[src/rtl/mux_pkg.sv]
// ---------------------------------------------------------------------------
// mux_pkg
// Definitions shared by the 2:1 stream mux and the 1:2 stream demux.
//   DEFAULT_WIDTH : default data word width
//   SEL_OUT0      : select encoding routing a word to output 0
//   SEL_OUT1      : select encoding routing a word to output 1
// ---------------------------------------------------------------------------
package mux_pkg;

    localparam int   DEFAULT_WIDTH = 8;

    localparam logic SEL_OUT0 = 1'b0;
    localparam logic SEL_OUT1 = 1'b1;

endpackage : mux_pkg

[src/rtl/demux_out_slot.sv]
// ---------------------------------------------------------------------------
// demux_out_slot
// One-entry registered output slot of the stream demux. The slot is loaded by
// the upstream accept logic and drained by the downstream valid/ready
// handshake. A load in the same cycle as a drain replaces the word, so the
// slot sustains one word per cycle.
// Ports:
//   clk        : rising-edge clock
//   rst_n      : synchronous active-low reset, empties the slot and clears data
//   load       : write load_data into the slot this cycle
//   load_data  : word to store
//   data       : registered slot word (downstream data)
//   valid      : registered slot-full flag (downstream valid)
//   ready      : downstream consumer ready
//   slot_ready : slot can take a word this cycle (empty, or draining now)
// ---------------------------------------------------------------------------
module demux_out_slot
    import mux_pkg::*;
#(
    parameter int WIDTH = DEFAULT_WIDTH
) (
    input  logic             clk,
    input  logic             rst_n,
    input  logic             load,
    input  logic [WIDTH-1:0] load_data,
    output logic [WIDTH-1:0] data,
    output logic             valid,
    input  logic             ready,
    output logic             slot_ready
);

    logic [WIDTH-1:0] data_r;
    logic             valid_r;

    // Slot register: load wins over drain so drain+fill keeps the slot full.
    always_ff @(posedge clk) begin
        if (!rst_n) begin
            valid_r <= 1'b0;
            data_r  <= {WIDTH{1'b0}};
        end else if (load) begin
            valid_r <= 1'b1;
            data_r  <= load_data;
        end else if (valid_r && ready) begin
            valid_r <= 1'b0;
            data_r  <= data_r;
        end else begin
            valid_r <= valid_r;
            data_r  <= data_r;
        end
    end

    assign data       = data_r;
    assign valid      = valid_r;
    assign slot_ready = !valid_r || ready;

endmodule : demux_out_slot

[src/rtl/stream_demux.sv]
// ---------------------------------------------------------------------------
// stream_demux
// 1-to-2 registered valid/ready stream demultiplexer. Each input word is
// routed by its in_select to out0 (SEL_OUT0) or out1 (SEL_OUT1) through a
// one-word register slot per output. A stall on one output only blocks words
// selected for that output; in_ready depends on the addressed slot alone.
// Optional feature macro: DEMUX_COUNT_EN adds per-output handshake counters
// cnt0/cnt1 (width COUNT_W, wrapping). Without it the ports and the COUNT_W
// parameter are absent and the datapath is unchanged.
// Ports:
//   clk, rst_n            : clock, synchronous active-low reset
//   in_data/valid/select  : input word, valid, destination
//   in_ready              : input accepted when in_valid && in_ready
//   out0_data/valid/ready : output 0 stream
//   out1_data/valid/ready : output 1 stream
//   cnt0, cnt1            : handshake counters (DEMUX_COUNT_EN only)
// ---------------------------------------------------------------------------
module stream_demux
    import mux_pkg::*;
#(
    parameter int WIDTH = DEFAULT_WIDTH
`ifdef DEMUX_COUNT_EN
    ,
    parameter int COUNT_W = 16
`endif
) (
    input  logic               clk,
    input  logic               rst_n,
    input  logic [WIDTH-1:0]   in_data,
    input  logic               in_valid,
    input  logic               in_select,
    output logic               in_ready,
    output logic [WIDTH-1:0]   out0_data,
    output logic               out0_valid,
    input  logic               out0_ready,
    output logic [WIDTH-1:0]   out1_data,
    output logic               out1_valid,
    input  logic               out1_ready
`ifdef DEMUX_COUNT_EN
    ,
    output logic [COUNT_W-1:0] cnt0,
    output logic [COUNT_W-1:0] cnt1
`endif
);

    logic slot0_ready_s;
    logic slot1_ready_s;
    logic in_ready_s;
    logic accept_s;
    logic load0_s;
    logic load1_s;

    // Ready toward the producer follows the slot addressed by this word only.
    always_comb begin
        in_ready_s = 1'b0;
        case (in_select)
            SEL_OUT0: in_ready_s = slot0_ready_s;
            SEL_OUT1: in_ready_s = slot1_ready_s;
            default:  in_ready_s = 1'b0;
        endcase
    end

    assign in_ready = in_ready_s;
    assign accept_s = in_valid && in_ready_s;
    assign load0_s  = accept_s && (in_select == SEL_OUT0);
    assign load1_s  = accept_s && (in_select == SEL_OUT1);

    demux_out_slot #(.WIDTH(WIDTH)) u_slot0 (
        .clk        (clk),
        .rst_n      (rst_n),
        .load       (load0_s),
        .load_data  (in_data),
        .data       (out0_data),
        .valid      (out0_valid),
        .ready      (out0_ready),
        .slot_ready (slot0_ready_s)
    );

    demux_out_slot #(.WIDTH(WIDTH)) u_slot1 (
        .clk        (clk),
        .rst_n      (rst_n),
        .load       (load1_s),
        .load_data  (in_data),
        .data       (out1_data),
        .valid      (out1_valid),
        .ready      (out1_ready),
        .slot_ready (slot1_ready_s)
    );

`ifdef DEMUX_COUNT_EN
    logic [COUNT_W-1:0] cnt0_r;
    logic [COUNT_W-1:0] cnt1_r;

    // Output 0 handshake counter, wraps naturally at 2^COUNT_W.
    always_ff @(posedge clk) begin
        if (!rst_n) begin
            cnt0_r <= {COUNT_W{1'b0}};
        end else if (out0_valid && out0_ready) begin
            cnt0_r <= cnt0_r + {{(COUNT_W-1){1'b0}}, 1'b1};
        end else begin
            cnt0_r <= cnt0_r;
        end
    end

    // Output 1 handshake counter, wraps naturally at 2^COUNT_W.
    always_ff @(posedge clk) begin
        if (!rst_n) begin
            cnt1_r <= {COUNT_W{1'b0}};
        end else if (out1_valid && out1_ready) begin
            cnt1_r <= cnt1_r + {{(COUNT_W-1){1'b0}}, 1'b1};
        end else begin
            cnt1_r <= cnt1_r;
        end
    end

    assign cnt0 = cnt0_r;
    assign cnt1 = cnt1_r;
`endif

endmodule : stream_demux

[config.mk]
export PLATFORM = sky130hd
export DESIGN_NAME = stream_demux
export DESIGN_NICKNAME = d
export VERILOG_FILES = /design/src/rtl/mux_pkg.sv /design/src/rtl/demux_out_slot.sv /design/src/rtl/stream_demux.sv
export SDC_FILE = /design/constraint.sdc
export NUM_CORES = 1
export LEC_CHECK = 0
export BUFFER_PORTS_ARGS = -buffer_cell sky130_fd_sc_hd__buf_2
export CORE_MARGIN = 4
export CORE_UTILIZATION = 30
export DETAILED_ROUTE_END_ITERATION = 10
export HOLD_SLACK_MARGIN = 0.05
export PLACE_DENSITY = 0.64
export SLEW_MARGIN = 0
export SYNTH_ARGS = -nofsm -noshare
export SYNTH_HDL_FRONTEND = slang
export SYNTH_SLANG_ARGS = --single-unit
[constraint.sdc]
create_clock -name clk -period 1 [get_ports clk]
set_input_delay 0.2 -clock clk [delete_from_list [all_inputs] [get_ports clk]]
set_output_delay 0.2 -clock clk [all_outputs]
set_load 0.005 [all_outputs]
==> flow_summary.toml, run 1 <==
[clock_network]
clockBufferDepth = 2
ctsHoldBuffers = 0
cts_max_level = 1
clock_sinks = 18
insertion_delay_ns = 0.29
tritoncts = "built"
clock-root-buffer = "clkbuf_4"
cts_buffers = 3
path_clk_slew_ns = 0.09

[sta]
period_share = 1.19
final_max_slew_viol_count = 0
rsz0062_at_grt = "yes"
setup_violations = 9
relSlewSlack = 0.726
hold_violations = 0
fmax_mhz = 837
tightest_slew_ns = 0.412
fin_tns_setup_ns = -0.529
layout_setup_ws_ns = -0.195
skew_ns = 0.00131
fin_crit_ns = 1.19

[drt]
wl_mm = 1.52
viasPerCell = 4.54
vias = 599
drt_iter0_markers = 4
dr.pass1.iters = 4
detail-route-antenna-nets = 0
drc = 0
routedWlPerCell_um = 11.5

[worst_setup_path]
slowest_stage = "dfxtp_2"
cpPeakStageDelay_ns = 0.33
startpoint_type = "flip-flop"
cp.required_ns = 0.80
crit_path_end_kind = "output pin"
arrival_ns = 0.99
reg2reg_depth = 4
crit_fanout = 2
worstSetupPathType = "reg2out"
cp_cell_sequence = "and2b_4 -> a21oi_2 -> buf_2"

[synthesis]
syn_nets = 85
yosysTopAreaCellShare = 0.490
syn_area_per_cell_um2 = 10.4
netlist_instances = 71
ys_warn_count = 0
synthTopCellsByArea = "dfxtp_1 (49%), mux2i_1 (22%), nand2_1 (12%), nand3b_4 (2.7%), nor2_8 (2.7%)"
yosysTopAreaCell = "dfxtp_1"
ys_types = 15
synth_area_um2 = 736
ys_seq_area_frac = 0.490
synth_seq_cells = 18

[min_path]
hold_depth = 3
hp-class = "in2reg"

[placement]
place_hpwl_mm = 1.11
placed_area_um2 = 900
gp_congestion = 0.608
io_buffers = 32
place_ws_ns = 0.0192

[power]
p_leak_nw = 0.486
powerDensity_mw_per_mm2 = 1370
ir_worst_vdd_v = 0.000796
power_mw = 1.31

[cells_and_area]
syn_to_final_growth_pct = 29.9
final_common_cell = "buf_2"
diodes = 0
seqCellArea_um2 = 369
final_area_um2 = 956
layout_common_cells = "buf_2 (32), nand2_1 (24), mux2i_1 (16)"
layout.nets = 120
nFillCells = 225
final_layout_size_suffix_gt1_frac = 0.490
multi_input_area_um2 = 362

[flow_run]
maxCapViolations = 0

[status]
violations = "setup timing"
status = "finished with violations"

[grt]
track_usage = 0.0998
antenna_found_initial = 0
grt_max_degree = 27
first_global_vias = 579
grt_pass1_wl_mm = 2.50
overflow = 0

[die]
start_util = 0.323
fp.dieArea_mm2 = 0.00331
top_level_ports = 33
core_area_mm2 = 0.00228
fp-row-count = 17
die_w_um = 57.5
die_h_um = 57.5
==> kinds of logic after synthesis <==
kind of cell | count (synthesis) | share of synthesized area
buffers and inverters | 4 | 0.0425
flip-flops | 18 | 0.490
AO/OA/AOI/OAI | 3 | 0.0272
AND/OR/NAND/NOR | 30 | 0.223
multiplexers | 16 | 0.218
==> critical path: cells and delay by family (launching register included) <==
family | cells | cell delay, ns
compound gates | 1 | 0.10
buf+inv | 1 | 0.12
flops | 1 | 0.33
simple gates | 1 | 0.16
==> timing repair <==
action | CTS | global route
pin swaps | 2 | 0
buffers inserted | 1 | 0
cloned | 1 | 0
resized for setup | 3 | 6
setup endpoints to repair | 5 | 16
==> routing by layer <==
metal / GRT usage / part of all wire / vias up
li1: - / - / 299
met1: 0.106 / 0.39 / 275
met2: 0.168 / 0.51 / 22
met3: 0.0362 / 0.084 / 3
met4: 0.0596 / 0.020 / 0
met5: 0 / 0 / -
==> cell type report <==
cell class / count / share of cell area
Sequential cell: 18 / 0.386
Multi-Input combinational cell: 50 / 0.378
Timing Repair Buffer: 33 / 0.175
Tap cell: 28 / 0.0366
Clock buffer: 3 / 0.0236
==> power by group <==
part | internal [mW] | switching, mW | total [mW]
clock | 0.140 | 0.200 | 0.340
sequential | 0.757 | 0.0192 | 0.777
combinational | 0.0950 | 0.0945 | 0.190
==> cells in the mapped netlist <==
cell and number:
dfxtp_1 18, buf_4 2, o21a_1 1, buf_6 1
nand2b_4 1, a21oi_1 1, a21boi_1 1, nand2_2 1
and2b_4 1, mux2i_1 16, nor2_1 1, nand3b_4 1
nor2_8 1, buf_2 1, nand2_1 24
==> flip-flops by register name, indices dropped and copies added (netlist names) <==
signal and cells:
u_slot0.valid 1, u_slot0.data 8, u_slot1.valid 1, u_slot1.data 8
==> through the flow <==
step | std cells | hold WS [ns] | utilization
final | 132 | 0.160 | 0.420
after global placement | 127 | 0.441 | 0.395
after global routing | 132 | 0.138 | 0.420
after CTS | 132 | 0.154 | 0.416
after detailed placement | 127 | 0.448 | 0.395
after floorplan | 71 | 0.362 | -
==> final timing paths <==
path | startpoint | endpoint | slack (ns)
max | u_slot1.valid | in_ready | -0.19
min | in_data[2] | u_slot0.data[2] | 0.16
max reg2reg | u_slot1.valid | u_slot1.data[4] | -0.06
min reg2reg | u_slot1.data[7] | u_slot1.data[7] | 0.46
(Power assumes the default switching activity.)
==> run 2: changes to the inputs <==
Settings changed: SETUP_SLACK_MARGIN set to 0.3.
==> run 2 against run 1 <==
The run still ends with setup timing left. Maximum frequency grew 0.60%. Global-route usage up 0.14 points. Register-to-register slack about the same. Clock skew rose by 0.00091 ns. First-iteration DRC count grew 50%. Clock power grew 3%. Setup slack improved by 0.0071 ns. Count of clock-buffer cells in the layout unchanged. Critical path depth unchanged. Die area is the same.
==> flow_summary.toml, run 2 (synthesis gave the netlist of run 1 again) <==
[drt]
vias = 582
viasPerCell = 4.41
routedWlPerCell_um = 12.1
wl_mm = 1.59
dr.pass1.iters = 4
drt_iter0_markers = 6
drc = 0
detail-route-antenna-nets = 0

[placement]
place_hpwl_mm = 1.12
place_ws_ns = 0.0240
gp_congestion = 0.632
dpl.cell_count = 127
io_buffers = 32
placed_area_um2 = 902

[sta]
layout_setup_ws_ns = -0.188
final_max_slew_viol_count = 0
hold_violations = 0
period_share = 1.19
fmax_mhz = 842
fin_crit_ns = 1.19
relSlewSlack = 0.710
tightest_slew_ns = 0.436
setup_violations = 9
rsz0062_at_grt = "yes"
holdWs_ns = 0.167
skew_ns = 0.00223

[flow_run]
maxCapViolations = 0

[worst_setup_path]
reg2reg_depth = 4
r2r_end = "u_slot1.data[1]"
reg2reg_slack_ns = -0.07
crit_path_end_kind = "output pin"
startpoint_type = "flip-flop"
cpPeakStageDelay_ns = 0.33
cp.required_ns = 0.80
r2r_start = "u_slot1.valid"
arrival_ns = 0.99
slowest_stage = "dfxtp_2"
cp_cell_sequence = "and2b_4 -> a21oi_2 -> buf_2"
crit_fanout = 2
worstSetupPathType = "reg2out"

[cells_and_area]
final_area_mm2 = 0.00101
syn_to_final_growth_pct = 36.9
final_layout_size_suffix_gt1_frac = 0.596
diodes = 0
final_common_cell = "buf_2"
instances_no_fill = 132
layout_common_cells = "buf_2 (26), nand2_1 (24), dfxtp_2 (18)"
layout.nets = 120

[clock_network]
path_clk_slew_ns = 0.10
tritoncts = "built"
clockBufferDepth = 2
insertion_delay_ns = 0.28
cts_max_level = 1
clock_sinks = 18
cts_buffers = 3
clock-root-buffer = "clkbuf_4"

[die]
fp.dieArea_mm2 = 0.00331
die_h_um = 57.5
top_level_ports = 33
die_w_um = 57.5
start_util = 0.323
core_area_mm2 = 0.00228
fp-row-count = 17

[power]
ir_worst_vdd_v = 0.000657
p_leak_nw = 0.496
power_mw = 1.34
powerDensity_mw_per_mm2 = 1330

[grt]
grt_max_degree = 27
grt_pass1_wl_mm = 2.61
overflow = 0
antenna_found_initial = 0
first_global_vias = 586
track_usage = 0.101

[min_path]
hold_end = "u_slot0.data[4]"
hp-class = "in2reg"
min_from = "in_data[4]"
hold_depth = 3

[status]
status = "finished with violations"
violations = "setup timing"
run 2: cell counts in the layout (fill, tap and decap cells not counted):
Identical to the previous run, type by type.
run 2: final cells by class:
class                      instances  area (µm²)
fill                             233        1270
sequential                        18         383
multi-input combinational         50         362
timing repair buffer              33         205
tap                               28        35.0
clock buffer                       3        22.5
run 2: where the power goes:
| part | total, mW | internal (mW) | switching [mW] |
|---|---|---|---|
| clock | 0.351 | 0.140 | 0.211 |
| sequential | 0.783 | 0.762 | 0.0210 |
| combinational | 0.205 | 0.109 | 0.0962 |
run 2: what timing repair did:
item	in CTS	in global routing
pin swaps	4	1
gates cloned	1	0
gates resized for setup	18	6
buffers inserted	1	0
hold endpoints to repair	0	0
endpoints found under the setup margin	37	37
hold buffers	0	0
run 2: critical path, delay by kind of cell (launching register included):
kind / cells / cell delay [ns]
flops: 1 / 0.33
simple gates: 1 / 0.16
buf+inv: 1 / 0.12
compound gates: 1 / 0.10
run 2: layer usage:
layer,vias to the layer above,GRT usage,routed length (µm)
met2,19,0.152,763
met5,-,0,0
li1,299,-,-
met4,0,0.0397,0
met3,0,0.0475,149
met1,264,0.125,681
run 2: how the worst max path moves through the flow:
stage	start	to	slack [ns]	cells past startpoint
global placement	out1_ready	in_ready	0.04	4
detailed placement	rst_n	u_slot1.data[0]	0.02	3
global route	u_slot1.valid	in_ready	-0.26	3
CTS	u_slot1.valid	in_ready	-0.21	3
floorplan	u_slot1.valid	u_slot1.data[0]	0.10	3
finish	u_slot1.valid	in_ready	-0.19	3
run 2: per-stage QoR:
stage           util  setup TNS, ns
2_1_floorplan      -              0
3_3_place_gp   0.396              0
3_5_place_dp   0.396              0
4_1_cts        0.426         -0.904
5_1_grt        0.443          -1.37
6_report       0.443         -0.669
